File: config.mk
export PLATFORM = sky130hd
export DESIGN_NAME = instr_encoder_loader
export DESIGN_NICKNAME = d
export VERILOG_FILES = /design/src/rtl/isa_pkg.sv /design/src/rtl/instr_field_packer.sv /design/src/rtl/instr_encoder_loader.sv
export SDC_FILE = /design/constraint.sdc
export NUM_CORES = 1
export LEC_CHECK = 0
export CAP_MARGIN = 20
export CORE_AREA = 3 3 91 93
export DETAILED_ROUTE_END_ITERATION = 10
export DIE_AREA = 0 0 94 96
export GPL_TIMING_DRIVEN = 0
export HOLD_SLACK_MARGIN = 0.02
export PLACE_DENSITY = 0.79
export SKIP_CTS_REPAIR_TIMING = 1
export SYNTH_ARGS = -nofsm -noshare
export SYNTH_HDL_FRONTEND = slang
export SYNTH_SLANG_ARGS = --single-unit
File: constraint.sdc
create_clock -name clk -period 3 [get_ports clk]
set_clock_uncertainty 0.1 [all_clocks]
set_input_delay 0.75 -clock clk [delete_from_list [all_inputs] [get_ports clk]]
set_output_delay 0.75 -clock clk [all_outputs]
set_load 0.01 [all_outputs]
File: src/rtl/isa_pkg.sv
// Shared ISA definitions used by both the instruction encoder/loader and the
// CPU instruction decoder: format codes, per-format sub-opcode limits,
// condition codes, field widths, fixed opcode prefixes, the request payload
// and the list of two-word opcodes.
package isa_pkg;

   localparam int unsigned INSTR_W = 16;
   localparam int unsigned FMT_W   = 3;
   localparam int unsigned SUBOP_W = 7;
   localparam int unsigned COND_W  = 4;
   localparam int unsigned REG_W   = 3;
   localparam int unsigned IMM_W   = 16;

   // Immediate sub-field widths carried inside word0
   localparam int unsigned DIRECT_ADDR_W = 12;
   localparam int unsigned BIT_IDX_W     = 4;
   localparam int unsigned CTRL_OFF_W    = 3;

   typedef enum logic [FMT_W-1:0] {
      FMT_SREG     = 3'd0,
      FMT_SREG_BA  = 3'd1,
      FMT_DREG     = 3'd2,
      FMT_TREG     = 3'd3,
      FMT_DIRECT   = 3'd4,
      FMT_CTRL     = 3'd5,
      FMT_CTRL_OFF = 3'd6,
      FMT_RSVD     = 3'd7
   } fmt_e;

   localparam logic [COND_W-1:0] COND_ALWAYS  = 4'b0110;
   localparam logic [COND_W-1:0] COND_INVALID = 4'b1110;

   // Opcode prefixes that select the format in the top bits of word0
   localparam logic [2:0] PFX_SREG     = 3'b000;
   localparam logic [2:0] PFX_SREG_BA  = 3'b001;
   localparam logic [1:0] PFX_DREG     = 2'b01;
   localparam logic [1:0] PFX_TREG     = 2'b10;
   localparam logic [1:0] PFX_DIRECT   = 2'b11;
   localparam logic [4:0] PFX_CTRL     = 5'b11110;
   localparam logic [4:0] PFX_CTRL_OFF = 5'b11111;

   // Legal sub-opcode limits per format (SREG is {0} plus LO..HI)
   localparam logic [SUBOP_W-1:0] SREG_LO      = 7'd3;
   localparam logic [SUBOP_W-1:0] SREG_HI      = 7'd12;
   localparam logic [SUBOP_W-1:0] SREG_BA_N    = 7'd4;
   localparam logic [SUBOP_W-1:0] DREG_N       = 7'd16;
   localparam logic [SUBOP_W-1:0] TREG_N       = 7'd2;
   localparam logic [SUBOP_W-1:0] DIRECT_N     = 7'd3;
   localparam logic [SUBOP_W-1:0] CTRL_MAX     = 7'd16;
   localparam logic [SUBOP_W-1:0] CTRL_OFF_N   = 7'd2;

   // SREG sub-opcodes followed by a 16-bit immediate word: LDI, AIM, SIM
   localparam int unsigned N_TWO_WORD = 3;
   localparam logic [SUBOP_W-1:0] TWO_WORD_OPS [N_TWO_WORD] = '{7'd10, 7'd11, 7'd12};

   typedef struct packed {
      fmt_e               fmt;
      logic [SUBOP_W-1:0] subop;
      logic [COND_W-1:0]  cond;
      logic [REG_W-1:0]   ra;
      logic [REG_W-1:0]   rb;
      logic [REG_W-1:0]   rc;
      logic [IMM_W-1:0]   imm;
   } instr_req_t;

   function automatic logic is_two_word_op(input fmt_e f, input logic [SUBOP_W-1:0] s);
      logic hit;
      hit = 1'b0;
      for (int i = 0; i < int'(N_TWO_WORD); i++) begin
         if (s == TWO_WORD_OPS[i]) hit = 1'b1;
      end
      return (f == FMT_SREG) && hit;
   endfunction

endpackage

File: src/rtl/instr_field_packer.sv
// Combinational instruction packer: turns one field-level request into the
// first 16-bit instruction word and classifies it.
//   req      : request fields (format, sub-opcode, condition, registers, imm)
//   word0    : packed first instruction word
//   two_word : legal request that is followed by imm as a second word
//   legal    : format, sub-opcode and condition are all acceptable
module instr_field_packer
   import isa_pkg::*;
(
   input  instr_req_t         req,
   output logic [INSTR_W-1:0] word0,
   output logic               two_word,
   output logic               legal
);

   logic subop_ok;
   logic cond_ok;

   // Per-format packing and sub-opcode range check
   always_comb begin
      word0    = '0;
      subop_ok = 1'b0;
      cond_ok  = (req.cond != COND_INVALID);
      case (req.fmt)
         FMT_SREG: begin
            word0    = {PFX_SREG, req.subop[5:0], req.cond, req.ra};
            subop_ok = (req.subop == '0) ||
                       ((req.subop >= SREG_LO) && (req.subop <= SREG_HI));
         end
         FMT_SREG_BA: begin
            word0    = {PFX_SREG_BA, req.subop[1:0], req.cond, req.ra,
                        req.imm[BIT_IDX_W-1:0]};
            subop_ok = (req.subop < SREG_BA_N);
         end
         FMT_DREG: begin
            word0    = {PFX_DREG, req.subop[3:0], req.cond, req.ra, req.rc};
            subop_ok = (req.subop < DREG_N);
         end
         FMT_TREG: begin
            word0    = {PFX_TREG, req.subop[0], req.cond, req.ra, req.rb, req.rc};
            subop_ok = (req.subop < TREG_N);
         end
         FMT_DIRECT: begin
            // No condition field in the word; only the "always" code is meaningful
            word0    = {PFX_DIRECT, req.subop[1:0], req.imm[DIRECT_ADDR_W-1:0]};
            subop_ok = (req.subop < DIRECT_N);
            cond_ok  = (req.cond == COND_ALWAYS);
         end
         FMT_CTRL: begin
            word0    = {PFX_CTRL, req.subop, req.cond};
            subop_ok = (req.subop <= CTRL_MAX);
         end
         FMT_CTRL_OFF: begin
            word0    = {PFX_CTRL_OFF, req.subop[3:0], req.cond,
                        req.imm[CTRL_OFF_W-1:0]};
            subop_ok = (req.subop < CTRL_OFF_N);
         end
         default: begin
            word0    = '0;
            subop_ok = 1'b0;
         end
      endcase
   end

   assign legal    = subop_ok & cond_ok;
   assign two_word = legal & is_two_word_op(req.fmt, req.subop);

endmodule

File: src/rtl/instr_encoder_loader.sv
// Program loader: accepts field-level instruction requests over valid/ready,
// packs them and writes the words sequentially into the instruction RAM.
//   clk, rst_n          : clock, asynchronous active-low reset
//   restart             : synchronous clear of pointer, error and pending word1
//   in_valid / in_ready : request handshake
//   fmt..imm            : request fields
//   ram_wren/addr/data  : registered instruction RAM write port
//   word_count, full    : words written since restart, RAM full
//   err, rej            : sticky reject flag, one-cycle reject pulse
module instr_encoder_loader
   import isa_pkg::*;
#(
   parameter int unsigned ADDR_W     = 12,
   parameter int unsigned START_ADDR = 0
)(
   input  logic                clk,
   input  logic                rst_n,
   input  logic                restart,
   input  logic                in_valid,
   output logic                in_ready,
   input  logic [FMT_W-1:0]    fmt,
   input  logic [SUBOP_W-1:0]  subop,
   input  logic [COND_W-1:0]   cond,
   input  logic [REG_W-1:0]    ra,
   input  logic [REG_W-1:0]    rb,
   input  logic [REG_W-1:0]    rc,
   input  logic [IMM_W-1:0]    imm,
   output logic                ram_wren,
   output logic [ADDR_W-1:0]   ram_addr,
   output logic [INSTR_W-1:0]  ram_data,
   output logic [ADDR_W:0]     word_count,
   output logic                full,
   output logic                err,
   output logic                rej
);

   localparam int unsigned CNT_W = ADDR_W + 1;
   localparam logic [CNT_W-1:0] CAPACITY  = {1'b1, {ADDR_W{1'b0}}};
   localparam logic [CNT_W-1:0] LAST_SLOT = CAPACITY - CNT_W'(1);

   typedef enum logic {
      ST_IDLE = 1'b0,
      ST_EXT  = 1'b1
   } state_e;

   state_e              state_q, state_d;
   logic [CNT_W-1:0]    wc_q, wc_d;
   logic                wren_q, wren_d;
   logic [ADDR_W-1:0]   addr_q, addr_d;
   logic [INSTR_W-1:0]  data_q, data_d;
   logic [INSTR_W-1:0]  word1_q, word1_d;
   logic                err_q, err_d;
   logic                rej_q, rej_d;

   instr_req_t          req;
   logic [INSTR_W-1:0]  word0;
   logic                two_word;
   logic                legal;
   logic                accept;
   logic [ADDR_W-1:0]   wr_addr;

   assign req = '{fmt:   fmt_e'(fmt),
                  subop: subop,
                  cond:  cond,
                  ra:    ra,
                  rb:    rb,
                  rc:    rc,
                  imm:   imm};

   instr_field_packer u_packer (
      .req      (req),
      .word0    (word0),
      .two_word (two_word),
      .legal    (legal)
   );

   assign full     = (wc_q == CAPACITY);
   assign in_ready = (state_q == ST_IDLE) & ~full & ~restart;
   assign accept   = in_valid & in_ready;
   // Wraps naturally modulo 2**ADDR_W
   assign wr_addr  = ADDR_W'(START_ADDR) + wc_q[ADDR_W-1:0];

   // Next-state, write and reject decisions
   always_comb begin
      state_d = state_q;
      wc_d    = wc_q;
      wren_d  = 1'b0;
      addr_d  = addr_q;
      data_d  = data_q;
      word1_d = word1_q;
      err_d   = err_q;
      rej_d   = 1'b0;

      if (restart) begin
         state_d = ST_IDLE;
         wc_d    = '0;
         err_d   = 1'b0;
      end else begin
         case (state_q)
            ST_IDLE: begin
               if (accept) begin
                  // A two-word form needs both slots; never write half of it
                  if (!legal || (two_word && (wc_q == LAST_SLOT))) begin
                     rej_d = 1'b1;
                     err_d = 1'b1;
                  end else begin
                     wren_d = 1'b1;
                     addr_d = wr_addr;
                     data_d = word0;
                     wc_d   = wc_q + CNT_W'(1);
                     if (two_word) begin
                        word1_d = imm;
                        state_d = ST_EXT;
                     end
                  end
               end
            end
            ST_EXT: begin
               wren_d  = 1'b1;
               addr_d  = wr_addr;
               data_d  = word1_q;
               wc_d    = wc_q + CNT_W'(1);
               state_d = ST_IDLE;
            end
            default: state_d = ST_IDLE;
         endcase
      end
   end

   // State and output registers
   always_ff @(posedge clk or negedge rst_n) begin
      if (!rst_n) begin
         state_q <= ST_IDLE;
         wc_q    <= '0;
         wren_q  <= 1'b0;
         addr_q  <= '0;
         data_q  <= '0;
         word1_q <= '0;
         err_q   <= 1'b0;
         rej_q   <= 1'b0;
      end else begin
         state_q <= state_d;
         wc_q    <= wc_d;
         wren_q  <= wren_d;
         addr_q  <= addr_d;
         data_q  <= data_d;
         word1_q <= word1_d;
         err_q   <= err_d;
         rej_q   <= rej_d;
      end
   end

   assign ram_wren   = wren_q;
   assign ram_addr   = addr_q;
   assign ram_data   = data_q;
   assign word_count = wc_q;
   assign err        = err_q;
   assign rej        = rej_q;

endmodule
=== Yosys cells after proc, flatten, opt, wreduce, memory -nomap -nowiden ===
Index checks and enable logic that the tools add are counted.

* Output and inout bits: 46
* Register bits after elaboration: 61
* Bits of input ports: 43
* Logic and storage cells: 91

* Add/subtract/negate cells: 1
* Bitwise logic cells: 9
* Reductions and logical operators: 15
* Magnitude comparators: 7
* Mux-type cells: 33
* Eq/ne operators: 18

{| class="wikitable"
|+ Operators by type and width
! cell !! number
|-
| $pmux W16 S7 || 1
|-
| $mux W13 || 3
|-
| $mux W16 || 2
|-
| $pmux W16 S2 || 1
|-
| $pmux W13 S2 || 1
|-
| $mux W12 || 2
|-
| $pmux W12 S2 || 1
|-
| $eq A7 B4 Y1 const B || 3
|-
| $mux W1 || 19
|-
| $lt A7 B2 Y1 const B || 2
|-
| $add A13 B1 Y13 const B || 1
|-
| $eq A13 B12 Y1 const B || 1
|-
| $eq A13 B13 Y1 const B || 1
|-
| $eq A3 B3 Y1 const B || 3
|-
| $ge A7 B2 Y1 const B || 1
|-
| $le A7 B4 Y1 const B || 1
|-
| $le A7 B5 Y1 const B || 1
|-
| $logic_not A7 Y1 || 1
|-
| $lt A7 B3 Y1 const B || 1
|-
| $lt A7 B5 Y1 const B || 1
|-
| $eq A3 B2 Y1 const B || 2
|-
| $ne A2 B2 Y1 const B || 3
|-
| $ne A3 B3 Y1 const B || 2
|-
| $pmux W1 S6 || 1
|-
| other kinds (15) || 28
|}

=== Depth between registers and ports, before layout ===
* Depth in word-level cells: 12
* Depth in mapped cells: 10
* Mapped depth without buffers: 8

=== Hierarchy ===
From an unflattened synthesis, not the netlist that was laid out.

* Cell total of the unflattened synthesis: 351
* Area, all modules: 3706.1 um^2

{| class="wikitable"
|+ By module, submodules not included
! module !! area each (um^2) !! sequential area each (um^2) !! cells an instance !! instances
|-
| instr_encoder_loader || 2700.1 || 1526.5 || 212 || 1
|-
| instr_field_packer || 1006.0 || 0.0 || 139 || 1
|}

=== Worst setup path after synthesis ===
Ideal clock, no wire load.

* Path kind: input-to-reg
* Start point: in subop[0]
* End point: reg word1_q[10]
* Data required time: 2.775 ns
* Stages: 9
* Path slack: 0.144 ns
* Data arrival time: 2.631 ns
* Path through: buf_2 -> o41ai_2 -> a2bb2oi_1 -> nor4_4 -> o21ai_1 -> or4b_1 -> buf_6 -> buf_12 -> mux2_4

* Word-level cells in the longest chain between the ends: 10
* Elaborated cells on any way between the ends: 25
* Classes of those cells: order compare (7); eq/ne (3); mux (4); bitwise (3); reduce/logical (8)

{| class="wikitable"
|+ Ends and longest elaborated chain
! element !! RTL line !! RTL
|-
| start, declared || instr_encoder_loader.sv:22 || <nowiki>input logic [SUBOP_W-1:0] subop,</nowiki>
|-
| $ge A7 B2 Y1 (tied with other cells) || instr_field_packer.sv:28 || <nowiki>((req.subop >= SREG_LO) && (req.subop <= SREG_HI));</nowiki>
|-
| $logic_and A1 B1 Y1 or $mux W1 (tied branches) || instr_field_packer.sv:28, isa_pkg.sv:70 ||
|-
| $logic_or A1 B1 Y1 or $mux W1 (tied branches) || instr_field_packer.sv:27, isa_pkg.sv:70 ||
|-
| $pmux W1 S6 or $mux W1 (tied branches) || instr_field_packer.sv:24, isa_pkg.sv:70 ||
|-
| $and A1 B1 Y1 or $logic_and A1 B1 Y1 (tied branches) || instr_field_packer.sv:65, isa_pkg.sv:72 ||
|-
| $and A1 B1 Y1 || instr_field_packer.sv:66 || <nowiki>assign two_word = legal & is_two_word_op(req.fmt, req.subop);</nowiki>
|-
| $logic_and A1 B1 Y1 || instr_encoder_loader.sv:103 || <nowiki>if (!legal || (two_word && (wc_q == LAST_SLOT))) begin</nowiki>
|-
| $logic_or A1 B1 Y1 || instr_encoder_loader.sv:103 ||
|-
| $not A1 Y1 (no line) || -- ||
|-
| $reduce_and A5 Y1 (no line) (*) || -- ||
|-
| end signal, assigned || instr_encoder_loader.sv:147 || <nowiki>word1_q <= word1_d;</nowiki>
|-
| end, declared || instr_encoder_loader.sv:51 || <nowiki>logic [INSTR_W-1:0] word1_q, word1_d;</nowiki>
|}

Every way passes the cells marked *; elsewhere a longest branch is shown, timed or not.
A chain may end at the register's enable or synchronous reset.

=== Final worst setup path ===
* Start point: reg wc_q[0], in the netlist word_count[0]
* End point: out full

* Word-level cells in the longest chain between the ends: 1

{| class="wikitable"
|+ Ends and longest elaborated chain
! element !! RTL line !! RTL
|-
| start, declared || instr_encoder_loader.sv:47 || <nowiki>logic [CNT_W-1:0] wc_q, wc_d;</nowiki>
|-
| start signal, assigned || instr_encoder_loader.sv:143 || <nowiki>wc_q <= wc_d;</nowiki>
|-
| $eq A13 B13 Y1 || instr_encoder_loader.sv:77 || <nowiki>assign full = (wc_q == CAPACITY);</nowiki>
|-
| end, declared || instr_encoder_loader.sv:32 || <nowiki>output logic full,</nowiki>
|}

Every way passes these cells.

==> summary.md <==
| Metric | Value |
|---|---|
| PortBufs | 86 |
| Clk buf depth | 2 |
| Vias in the first global route | 3476 |
| Crit share post-route | 0.992 |
| Mux contribution to synthesized area | 0.203 |
| Worst Max-Slew Pin Slew | 735 ps |
| Initial Utilization | 0.492 |
| Core Area | 7610 um2 |
| Compound-cell area share of the yosys netlist | 0.196 |
| Crit path time final | 2980 ps |
| Initial antenna violation count | 0 |
| Clock transition at path regs | 80 ps |
| Setup ws final | 24.0 ps |
| Fraction of the mapped netlist area in adder cells | 0.00668 |
| Mapped Cells | 364 |
| Starting DRC count in detailed routing | 144 |
| GRT Total Usage | 0.247 |
| Synth Area in Simple Gates | 0.135 |
| FF-to-FF Start | word_count[1] |
| Warnings from Yosys | 0 |
| CP Max Fanout | 6 |
| Arrival time worst endpoint | 2130 ps |
| Row count | 32 |
| Wirelength per Cell | 19.3 um |
| CP Class | reg -> out |
| Status | finished, final reports clean |
| GR Overflow Total | 0 |
| Total routed wirelength | 11000 um |
| F_max | 336 MHz |
| Area leader, netlist | dfrtp_1 |
| MaxCap Viol Count | 0 |
| Routed Antenna Nets | 0 |
| Hold WS | 268 ps |
| Largest family of logic cells by synthesized area | multiplexers |
| Worst VDD drop | 0.000240 V |
| Post-DP HPWL | 7820 um |
| Area Overhead vs Synth | 36.9% |
| Largest net degree at the start of global routing | 42 |
| Final Instance Count excl. Fillers | 572 |
| Fin. Hold Viols | 0 |
| Die W | 94 um |
| Post-synth EDFFs | 0 |
| Gpl congestion | 0.906 |
| Antenna Cells | 0 |
| Placed Cells | 553 |
| Setup TNS Final | 0 ps |
| Power consumption | 2.12 mW |
| Worst Path Required | 2150 ps |
| Drt first pass iters | 5 |
| Number of synthesized register bits | 61 |
| Die area | 9020 um2 |
| Ys flop type | dfrtp_1 |
| DRC Markers | 0 |
| Post-synthesis sequential area ratio | 0.408 |
| Reg2reg end | ram_data[4] |
| Leakage | 2.35 nW |
| CTS buffer count | 9 |
| Ratio of cells with drive above 1 in the final layout | 0.217 |
| First-pass GRT wire length | 17300 um |
| Nets | 510 |
| Final Slew Violations | 0 |
| Final setup viols | 0 |
| PwrDens | 413 nW/um2 |
| Via Count | 3513 |
| Worst Hold Class | in -> async |
| Worst Setup Start Kind | flip-flop |
| Syn avg cell area | 10.3 um2 |
| DR vias/cell | 6.14 |
| Commonest non-fill, non-tap cells in the layout | clkdlybuf4s50_1 (72), dfrtp_1 (59), mux2_2 (38) |
| Asr flop ratio synth | 1.00 |
| Worst rel slew slack | 0.508 |
| Dpl ws | -664 ps |
| R2r setup slk | 290 ps |
| H-tree levels | 3 |
| Worst-skew pair later-pin latency | 350 ps |
| CTS tree | yes |
| I/O pin cnt | 89 |
| Netlist cell types | 57 |
| CTS sink count | 61 |
| Post-Synthesis Cell Area | 3740 um2 |
| Mapped Nets | 409 |
| CP Capture Type | output pin |
| Die Height | 96 um |
| Most common cell after layout, fill and taps aside | clkdlybuf4s50_1 |
| Synth top area cells | dfrtp_1 (41%), mux2_2 (11%), mux2i_1 (3.7%) |
| Yosys top cell area share | 0.408 |
| CTS Root Cell | clkbuf_8 |
| Path depth of the worst reg2reg path | 9 |
| XOR/XNOR Fraction of Synth Area | 0 |
[critical path, cell delays in order (launching register included)]
cell and delay, ps:
dfrtp_2 450, inv_1 90, ha_1 160, nor4b_4 260
and3_4 270, clkdlybuf4s50_1 540
[worst max-delay path by stage]
stage | startpoint | end | slack (ps) | depth (start not counted)
final | word_count[0] | full | 20 | 5
after CTS | fmt[1] | ram_data[4] | -310 | 10
after global routing | word_count[0] | full | -50 | 5
after global placement | rst_n | ram_data[4] | -860 | 1
after floorplan | subop[0] | word1_q[10] | 140 | 9
after detailed placement | fmt[1] | ram_data[4] | -660 | 10
[final cells by class]
type,count,area [um2]
clock buffers,10,138
inverters,10,37.5
flip-flops and latches,61,1530
repair buffers,90,943
plain buffers,29,181
well taps,102,128
clock inverters,6,70.1
multi-input cells,264,2100
fillers,593,2480
[through the flow]
stage / instance area (um2) / util
floorplan: 3740 / -
global placement: 4730 / 0.622
global route: 5120 / 0.674
detailed placement: 4750 / 0.624
CTS: 4950 / 0.651
finish: 5120 / 0.674
[state kept, by name, summed over array words and instances (netlist names)]
name	count
state_q	1
rej	1
ram_wren	1
word1_q	16
ram_data	16
err	1
word_count	13
ram_addr	12
[cells in the mapped netlist (5+ instances only)]
master     number
o221ai_1        7
nor2b_1        15
nor2_1         29
o21ai_0        18
a31oi_1         5
mux2i_1        14
o211ai_1        5
a21oi_1        21
mux2_2         38
inv_1           9
dfrtp_1        61
nand3_1         5
a211oi_1        8
a2bb2oi_1      12
buf_2           8
nand2_1        16
clkbuf_1       13
mux2_4          9
[per-layer routing]
| layer | wire [um] | part of all wire | track usage |
|---|---|---|---|
| met5 | 0 | 0 | 0 |
| met1 | 4430 | 0.40 | 0.313 |
| met4 | 350 | 0.032 | 0.113 |
| met3 | 837 | 0.076 | 0.0446 |
| met2 | 5430 | 0.49 | 0.412 |
[report_power, final]
group,switching (mW),total [mW],internal [mW]
combinational,0.206,0.446,0.241
clock,0.355,0.768,0.413
sequential,0.0316,0.904,0.872
[kinds of logic after synthesis]
| kind of cell | count (synthesis) |
|---|---|
| mux | 64 |
| compound gates | 104 |
| flops | 61 |
| buf+inv | 39 |
| fa+ha+maj | 2 |
| simple gates | 94 |
Note: power is estimated with default switching activity, not from simulation.
